`src/rtl/serial_paralelo_rx_if.sv`:
```
// ============================================================================
// Module      : serial_paralelo_rx_if
// Description : Serial-in / byte-out bundle of one receive lane.
// Revision    : 1.0 - initial release
// ============================================================================
`default_nettype none

interface serial_paralelo_rx_if #(
  parameter int WIDTH = 8
);
  logic             data_in;
  logic [WIDTH-1:0] data_out;
  logic             valid_out;
  logic             byte_strobe;
  logic             active;

  modport master (
    output data_in,
    input  data_out,
    input  valid_out,
    input  byte_strobe,
    input  active
  );

  modport slave (
    input  data_in,
    output data_out,
    output valid_out,
    output byte_strobe,
    output active
  );
endinterface

`default_nettype wire

```
`src/rtl/serial_paralelo_rx.sv`:
```
// ============================================================================
// Module      : serial_paralelo_rx
// Description : Comma-aligned serial-to-parallel receiver for one PHY lane.
// Revision    : 1.0 - initial release
// ============================================================================
`default_nettype none

module serial_paralelo_rx #(
  parameter int               WIDTH    = 8,
  parameter logic [WIDTH-1:0] COMMA    = 8'hBC,
  parameter int               BC_COUNT = 4
) (
  input  wire logic           clk_32f,
  input  wire logic           reset,
  serial_paralelo_rx_if.slave bus
);

  localparam int             CW        = $clog2(BC_COUNT + 1);
  localparam logic [CW-1:0]  BC_TARGET = CW'(BC_COUNT);

  typedef enum logic [1:0] {
    ST_HUNT   = 2'd0,
    ST_ALIGN  = 2'd1,
    ST_ACTIVE = 2'd2
  } state_t;

  state_t           state, state_next;
  // Only WIDTH-1 history bits are needed; the newest bit comes from data_in.
  logic [WIDTH-2:0] sr;
  logic [2:0]       bit_cnt, bit_cnt_next;
  logic [CW-1:0]    bc_cnt, bc_cnt_next, bc_inc;
  logic [WIDTH-1:0] data_reg, data_next;
  logic             valid_reg, valid_next;
  logic             strobe_reg, strobe_next;
  logic [WIDTH-1:0] sym;
  logic             boundary;
  logic             is_comma;

  always_ff @(posedge clk_32f or negedge reset) begin
    if (!reset) begin
      state      <= ST_HUNT;
      sr         <= '0;
      bit_cnt    <= '0;
      bc_cnt     <= '0;
      data_reg   <= '0;
      valid_reg  <= 1'b0;
      strobe_reg <= 1'b0;
    end else begin
      state      <= state_next;
      sr         <= sym[WIDTH-2:0];
      bit_cnt    <= bit_cnt_next;
      bc_cnt     <= bc_cnt_next;
      data_reg   <= data_next;
      valid_reg  <= valid_next;
      strobe_reg <= strobe_next;
    end
  end

  always_comb begin
    sym          = {sr, bus.data_in};
    is_comma     = (sym == COMMA);
    boundary     = (bit_cnt == 3'd7);
    bc_inc       = (bc_cnt == BC_TARGET) ? bc_cnt : bc_cnt + CW'(1);
    state_next   = state;
    bit_cnt_next = bit_cnt + 3'd1;
    bc_cnt_next  = bc_cnt;
    data_next    = data_reg;
    valid_next   = valid_reg;
    strobe_next  = 1'b0;

    case (state)
      ST_HUNT: begin
        bit_cnt_next = 3'd0;
        valid_next   = 1'b0;
        if (is_comma) begin
          bc_cnt_next = CW'(1);
          state_next  = (BC_COUNT == 1) ? ST_ACTIVE : ST_ALIGN;
        end
      end
      ST_ALIGN: begin
        valid_next = 1'b0;
        if (boundary) begin
          strobe_next = 1'b1;
          if (is_comma) begin
            bc_cnt_next = bc_inc;
            if (bc_inc == BC_TARGET) begin
              state_next = ST_ACTIVE;
            end
          end else begin
            // Misaligned lock (e.g. a lookalike spanning two symbols): rehunt.
            bc_cnt_next  = '0;
            bit_cnt_next = 3'd0;
            state_next   = ST_HUNT;
          end
        end
      end
      ST_ACTIVE: begin
        if (boundary) begin
          strobe_next = 1'b1;
          if (is_comma) begin
            valid_next = 1'b0;
          end else begin
            data_next  = sym;
            valid_next = 1'b1;
          end
        end
      end
      default: begin
        state_next = ST_HUNT;
      end
    endcase
  end

  assign bus.data_out    = data_reg;
  assign bus.valid_out   = valid_reg;
  assign bus.byte_strobe = strobe_reg;
  assign bus.active      = (state == ST_ACTIVE);

endmodule

`default_nettype wire

```
`src/flat_wrapper.sv`:
```
// flat-port wrapper written by rule: the top's interface ports become plain ports
module serial_paralelo_rx_flat 
#(
  parameter int               WIDTH    = 8,
  parameter logic [WIDTH-1:0] COMMA    = 8'hBC,
  parameter int               BC_COUNT = 4
)
  (clk_32f, reset, bus_data_in, bus_data_out, bus_valid_out, bus_byte_strobe, bus_active);
  serial_paralelo_rx_if #(.WIDTH(WIDTH)) bus_i ();
  input  wire logic clk_32f;
  input  wire logic reset;
  input wire logic [$bits(bus_i.data_in)-1:0] bus_data_in;
  output wire logic [$bits(bus_i.data_out)-1:0] bus_data_out;
  output wire logic [$bits(bus_i.valid_out)-1:0] bus_valid_out;
  output wire logic [$bits(bus_i.byte_strobe)-1:0] bus_byte_strobe;
  output wire logic [$bits(bus_i.active)-1:0] bus_active;
  assign bus_i.data_in = bus_data_in;
  assign bus_data_out = bus_i.data_out;
  assign bus_valid_out = bus_i.valid_out;
  assign bus_byte_strobe = bus_i.byte_strobe;
  assign bus_active = bus_i.active;
  serial_paralelo_rx #(.WIDTH(WIDTH), .COMMA(COMMA), .BC_COUNT(BC_COUNT)) u_core (.clk_32f(clk_32f), .reset(reset), .bus(bus_i));
endmodule
```
`config.mk`:
```
export PLATFORM = sky130hd
export DESIGN_NAME = serial_paralelo_rx_flat
export DESIGN_NICKNAME = d
export VERILOG_FILES = /design/src/rtl/serial_paralelo_rx_if.sv /design/src/rtl/serial_paralelo_rx.sv /design/src/flat_wrapper.sv
export SDC_FILE = /design/constraint.sdc
export NUM_CORES = 1
export LEC_CHECK = 0
export BUFFER_PORTS_ARGS = -buffer_cell sky130_fd_sc_hd__buf_2
export CAP_MARGIN = 20
export CORE_ASPECT_RATIO = 0.6
export CORE_MARGIN = 5
export CORE_UTILIZATION = 50
export CTS_CLUSTER_DIAMETER = 80
export DETAILED_ROUTE_END_ITERATION = 16
export PLACE_DENSITY = 0.72
export RECOVER_POWER = 25
export REMOVE_ABC_BUFFERS = 1
export SYNTH_ARGS = -nofsm -noshare
export SYNTH_HDL_FRONTEND = slang
export SYNTH_SLANG_ARGS = --single-unit
```
`constraint.sdc`:
```
create_clock -name clk_32f -period 2 [get_ports clk_32f]
set_clock_uncertainty 0.2 [all_clocks]
set_input_delay 0.2 -clock clk_32f [delete_from_list [all_inputs] [get_ports clk_32f]]
set_output_delay 0.2 -clock clk_32f [all_outputs]
set_load 0.05 [all_outputs]
```
==> results.md, run 1 <==
- Run status: finished, violations left
- Failing checks: negative setup slack
- Syn_area_per_cell: 11.8 um2
- Reg clk slew, reported paths: 0.08 ns
- RSZ-0062 raised after global routing: yes
- CORE AREA: 0.00220 mm2
- WP data required: 1.96 ns
- Final Total Pwr: 0.928 mW
- Pwr dens: 619 mW/mm2
- Final setup viols: 1
- Routed vias: 913
- Total Neg Setup Slack: -0.00262 ns
- Critical path buffer and inverter count: 0
- WHS Endpoint: u_core.sr[3]$_DFF_PN0_
- Critical R2R Capture: u_core.state[0]$_DFFE_PN0P_
- Largest family of logic cells by synthesized area: compound AO/OA/AOI/OAI gates
- Crit path max-delay family: compound AO/OA/AOI/OAI gates
- Syn Inst Count: 99
- FFs w/ async S/R, synth: 100%
- N_diodes: 0
- Post-DP HPWL: 1.86 mm
- DRT antenna net count: 0
- Core Rows: 13
- Fillcell total: 169
- Vias per cell: 5.57
- Largest net degree at the start of global routing: 26
- Maximum fanout along the worst path: 3
- Post-route DRC: 0
- DP Cell Count: 154
- Post-Synth Adder-Cell Area: 7.47%
- Worst hold-check path type: register to register
- Leak: 0.735 nW
- Clock Sinks: 25
- Setup ws final: -0.00262 ns
- Max Slew Vio Count: 0
- Clock Root Buffer: clkbuf_8
- Initial cell density of the core: 53.4%
- WP depth: 5
- First-pass GRT wire length: 4.12 mm
- Seq. cell area: 626 um2
- Die Ht: 47.5 um
- Area leader, netlist: dfrtp_1
- H-tree depth: 1
- Initial antenna violation count: 0
- Final hold vios: 0
- Worst path cell trace: ha_1 > or3b_4 > a311oi_2 > o311a_1 > o22ai_2
- Die footprint: 0.00345 mm2
- Multi-input gate area: 537 um2
- WS Path Type: register to register
- Clock Latency Late Sink: 0.26 ns
- Area share of and/or/nand/nor cells after synthesis: 13.2%
- Bufs on Longest Clock Path: 2
- Synth top area share: 53.4%
- DR pass1 iterations: 4
- GRT Residual Overflow: 0
- Seq/Total Area, Yosys: 53.4%
- Final period util: 100%
- CP endpoint kind: register
- Count leader, synth: dfrtp_1
- Synth Warn #: 0
- Die X: 72.5 um
- Hold depth: 0
- CTS tree: done
- Post-synthesis mux area share: 7.68%
- R2R depth: 5
- Max transition margin: 59.5%
- Worst reg2reg path startpoint: u_core.bc_cnt[0]$_DFFE_PN0P_
- # port buffers: 13
- Cell area after synthesis: 0.00117 mm2
- Place WS: -0.113 ns
- Top cells by area, synth: dfrtp_1, mux2_2, ha_1
- Max Clock Freq: 499 MHz
- Crit path DAT: 1.96 ns
- Gr usage total: 16.6%
- Crit path launch: u_core.bc_cnt[0]$_DFFE_PN0P_
- Ys flop type: dfrtp_1
- CTS Buf Count: 3
- #FFs+latches synth: 25
- Worst R2R Setup Slack: -0.003 ns
- Worst slew pin tran: 0.608 ns
- Worst stage delay on the critical path: 0.42 ns
- Layout net count: 145
- Avg WL per Cell: 16.0 um
- Layout cell share with drive strength beyond 1: 44.0%
- Compound-Gate Fraction of Synth Area: 13.6%
- Final Critical Period: 2.00 ns
- Hold Startpoint: u_core.sr[2]$_DFF_PN0_
- Drt initial violations: 50
- Non-filler cells, final: 164
- Max_cap viols: 0
- Commonest cells post-synth: dfrtp_1, inv_1, mux2_2
- Final WL: 2.63 mm
- IO Pins: 14
- CP Launch Type: register
- Hold WS: 0.206 ns
- VDD IR-drop max: 0.454 mV
- Number of global-route vias before repair: 884
- EDFF count, synth: 0
- RePlAce Congestion: 0.867
- Cell variety after synth: 33
- Synth Area in XOR/XNOR: 0%
- Area Overhead vs Synth: 27.9%
- Master of the slowest instance on the critical path: dfrtp_1
## worst reg2reg max path: stages, from the launching register on
cell	delay, ns
dfrtp_1	0.42
ha_1	0.24
or3b_4	0.39
a311oi_2	0.33
o311a_1	0.23
o22ai_2	0.07
## report_power, final
part	internal (mW)	switching (mW)
registers	0.522	0.0106
clock network	0.142	0.147
logic	0.0412	0.0653
total	0.706	0.222
## metal layers
layer | vias to the layer above | global-route usage [%] | wire (um)
met5 | - | 0 | 0
met1 | 457 | 20.9 | 1200
li1 | 423 | - | -
met3 | 2 | 5.45 | 160
met2 | 31 | 28.8 | 1260
met4 | 0 | 3.68 | 8
## state kept, by name, indices dropped and copies added (netlist names)
register                cells
u_core.bus.byte_strobe      1
u_core.bc_cnt               3
u_core.bus.valid_out        1
u_core.state                2
u_core.sr                   7
u_core.bit_cnt              3
u_core.bus.data_out         8
## kinds of logic (layout without fill, tap and decap cells)
| family | Yosys count | in the layout |
|---|---|---|
| mux | 8 | 8 |
| simple gates | 26 | 26 |
| buf+inv | 11 | 46 |
| compound gates | 22 | 22 |
| flops | 25 | 25 |
| fa+ha+maj | 7 | 7 |
## per-stage QoR
step / instance area, um2 / util (%)
after floorplan: 1150 / -
after global placement: 1360 / 61.9
after detailed placement: 1360 / 61.9
after CTS: 1450 / 65.9
after global routing: 1500 / 68.3
final: 1500 / 68.3
## layout by cell type, fill, tap and decap left out, types with 2 or more instances in the layout
master          n
o21ai_0         4
dlygate4sd3_1   2
dfrtp_1        25
clkbuf_8        3
and2_1          2
nand2_1         6
buf_4          17
mux2_2          8
ha_2            2
buf_2          12
ha_1            5
nand3_1         3
a21oi_1         4
nor2_1          2
inv_1           7
a211o_1         2
o22ai_2         2
inv_2           2
nand4_1         2
## how the worst max path moves through the flow
| stage | slack [ns] | to |
|---|---|---|
| 5_1_grt | -0.03 | u_core.state[0]$_DFFE_PN0P_ |
| 3_3_place_gp | -0.06 | u_core.state[0]$_DFFE_PN0P_ |
| 2_1_floorplan | -0.22 | u_core.bus.data_out[0]$_DFFE_PN0P_ |
| 4_1_cts | -0.03 | u_core.state[0]$_DFFE_PN0P_ |
| 6_report | -0.003 | u_core.state[0]$_DFFE_PN0P_ |
| 3_5_place_dp | -0.11 | u_core.state[0]$_DFFE_PN0P_ |
## area by class of cell
cell class	count	share of cell area, %
Timing Repair Buffer	33	14.7
Sequential cell	25	41.7
Tap cell	30	2.50
Clock buffer	4	3.01
Inverter	9	2.25
Multi-Input combinational cell	63	35.8
## timing repair
item	CTS	global route
gates resized for setup	2	11
setup endpoints to repair	11	5
hold buffers	2	0
endpoints found under the hold margin	27	0
buffers inserted	2	2
pin swaps	1	4
Note: power is estimated with default switching activity, not from simulation.
==> inputs of run 2 (changes only) <==
- CORE_ASPECT_RATIO: 0.6 -> unset
- CORE_UTILIZATION: 50 -> 55
- PLACE_DENSITY: 0.72 -> 0.75
- RECOVER_POWER: 25 -> unset
- clock period: 2 -> 1.98 ns (I/O delays scaled with it)
==> run 2 against run 1 <==
The flow now finishes without violations; wire length decreased by 9.9%; clock-buffer cell count fell by 1; non-clock buffer count fell by 1; core utilization increased by 5.8 points; highest routed layer unchanged.
==> results.md, run 2 (synthesized netlist as in run 1, its figures left out) <==
- Run status: complete, no violations
- Layout net count: 144 (-0.69%)
- RSZ-0062 raised after global routing: yes
- Routed vias: 908 (-0.55%)
- First-pass GRT wire length: 4.26 mm (+3.4%)
- Clock Sinks: 25 (unchanged)
- Clock Latency Late Sink: 0.31 ns (+0.05 ns)
- CP endpoint kind: register
- P_int: 0.650 mW (-8.0%)
- Initial cell density of the core: 58.6% (+5.2 points)
- Core Rows: 16 (+3)
- DP Cell Count: 152 (-1.3%)
- Commonest non-fill, non-tap cell in the layout: dfrtp_1
- Final setup viols: 0 (-1)
- Avg WL per Cell: 14.8 um (-7.7%)
- Largest net degree at the start of global routing: 26 (unchanged)
- Die X: 56.2 um (-23%)
- DR pass1 iterations: 4 (unchanged)
- Max Slew Vio Count: 0 (unchanged)
- Sw power: 0.220 mW (-1.2%)
- DRT antenna net count: 0 (unchanged)
- Final hold vios: 0 (unchanged)
- Worst slew pin tran: 0.525 ns (-0.0828 ns)
- CP Launch Type: register
- N_diodes: 0 (unchanged)
- Final period util: 98.4% (-1.7 points)
- Seq pwr share: 62.0% (+4.6 points)
- Max_cap viols: 0 (unchanged)
- H-tree depth: 1 (unchanged)
- Final Critical Period: 1.95 ns (-0.0537 ns)
- IO Pins: 14 (unchanged)
- Reg clk slew, reported paths: 0.13 ns (+0.05 ns)
- Number of global-route vias before repair: 934 (+5.7%)
- Hold WS: 0.164 ns (-0.0423 ns)
- Leak: 0.723 nW (-1.6%)
- CTS Buf Count: 3 (unchanged)
- Final WL: 2.37 mm (-9.9%)
- Post-DP HPWL: 1.71 mm (-7.9%)
- Sw Ratio: 25.3% (+1.3 points)
- Logic pwr share: 12.7% (+1.2 points)
- WP data required: 2.00 ns (+0.04 ns)
- Max Clock Freq: 513 MHz (+2.8%)
- Non-filler cells, final: 160 (-2.4%)
- Most frequent cells in the layout: dfrtp_1, buf_4, buf_2
- Die Ht: 56.2 um (+18%)
- VDD IR-drop max: 0.503 mV (+11%)
- Area Overhead vs Synth: 26.5%
- Die footprint: 0.00316 mm2 (-8.4%)
- Drt initial violations: 28 (-44%)
- Gr usage total: 16.5% (-0.052 points)
- Total Neg Setup Slack: 0 ns (+0.00262 ns)
- RePlAce Congestion: 0.922 (+6.4%)
- Maximum fanout along the worst path: 3 (unchanged)
- Worst hold-check path type: primary input to register
- Post-route DRC: 0 (unchanged)
- CTS tree: done
- GRT Residual Overflow: 0 (unchanged)
- Bufs on Longest Clock Path: 2 (unchanged)
- Vias per cell: 5.68 (+1.9%)
- Pwr dens: 586 mW/mm2 (-5.3%)
- Max transition margin: 65.0% (+5.5 points)
- Crit path DAT: 1.96 ns (about the same)
- Clock Power Share: 25.3% (-5.8 points)
- CORE AREA: 0.00200 mm2 (-8.8%)
- Clock Root Buffer: clkbuf_4
- Layout cell share with drive strength beyond 1: 43.6% (-0.42 points)
- # port buffers: 13 (unchanged)
- WS Path Type: register to register
- Initial antenna violation count: 0 (unchanged)
- Max reg flops: 8 (unchanged)
## run 2: cell types whose count changed in the layout (fill, tap and decap cells not counted), sizes merged
cell and delta:
clkinv +1, clkbuf -3, buf +1
## run 2: worst max-delay path, cell delays in order, from the launching register on
cell,delay (ns)
dfrtp_1,0.43
ha_1,0.23
or3b_4,0.39
a311oi_4,0.32
o311a_1,0.21
o22ai_2,0.07
## run 2: what timing repair did
item	in CTS	in global routing
endpoints found under the setup margin	10	4
setup buffers	0	2
hold endpoints to repair	27	0
pin swaps	2	3
hold buffers	2	0
gates resized for setup	3	12
## run 2: layout make-up
cell class,instances,area [um2]
Inverter,9,33.8
Clock inverter,1,5.00
Clock buffer,3,22.5
Multi-Input combinational cell,63,546
Tap cell,27,33.8
Timing Repair Buffer,32,216
Fill cell,131,519
Sequential cell,25,626
## run 2: path summary, 6_finish.rpt
| kind | from | to | slack [ns] | cells after the start |
|---|---|---|---|---|
| setup / recovery | u_core.bc_cnt[0]$_DFFE_PN0P_ | u_core.state[0]$_DFFE_PN0P_ | 0.03 | 5 |
| hold / removal | bus_data_in | u_core.bc_cnt[1]$_DFFE_PN0P_ | 0.16 | 4 |
| setup reg to reg | u_core.bc_cnt[0]$_DFFE_PN0P_ | u_core.state[0]$_DFFE_PN0P_ | 0.03 | 5 |
| hold reg to reg | u_core.sr[5]$_DFF_PN0_ | u_core.sr[6]$_DFF_PN0_ | 0.22 | 0 |
| max in group asynchronous | reset | u_core.bus.data_out[7]$_DFFE_PN0P_ | 1.05 | 2 |
| min in group asynchronous | reset | u_core.state[0]$_DFFE_PN0P_ | 0.18 | 2 |
## run 2: stage by stage
step	util (%)	total power, mW	instance area, um2	worst slack (ns)
2_1_floorplan	-	0.603	1150	-0.239
3_3_place_gp	68.1	0.648	1360	-0.0176
3_5_place_dp	68.1	0.651	1360	-0.0761
4_1_cts	71.0	0.872	1420	-0.00270
5_1_grt	74.1	0.919	1480	-0.0144
6_report	74.1	0.869	1480	0.0311
## run 2: power by group through the flow
| stage | Sequential, mW | Combinational [mW] | Clock (mW) |
|---|---|---|---|
| after floorplan | 0.549 | 0.0543 | 0 |
| after global placement | 0.548 | 0.0996 | 0 |
| after detailed placement | 0.549 | 0.102 | 0 |
| after CTS | 0.539 | 0.106 | 0.227 |
| after global routing | 0.541 | 0.127 | 0.251 |
| final | 0.539 | 0.111 | 0.220 |
## run 2: per-layer routing
layer / part of all wire [%] / routed length (um) / GRT usage [%]
met2: 50 / 1180 / 28.2
met5: 0 / 0 / 0
met4: 0.63 / 15 / 5.08
met1: 45 / 1070 / 21.2
met3: 4.4 / 103 / 2.78
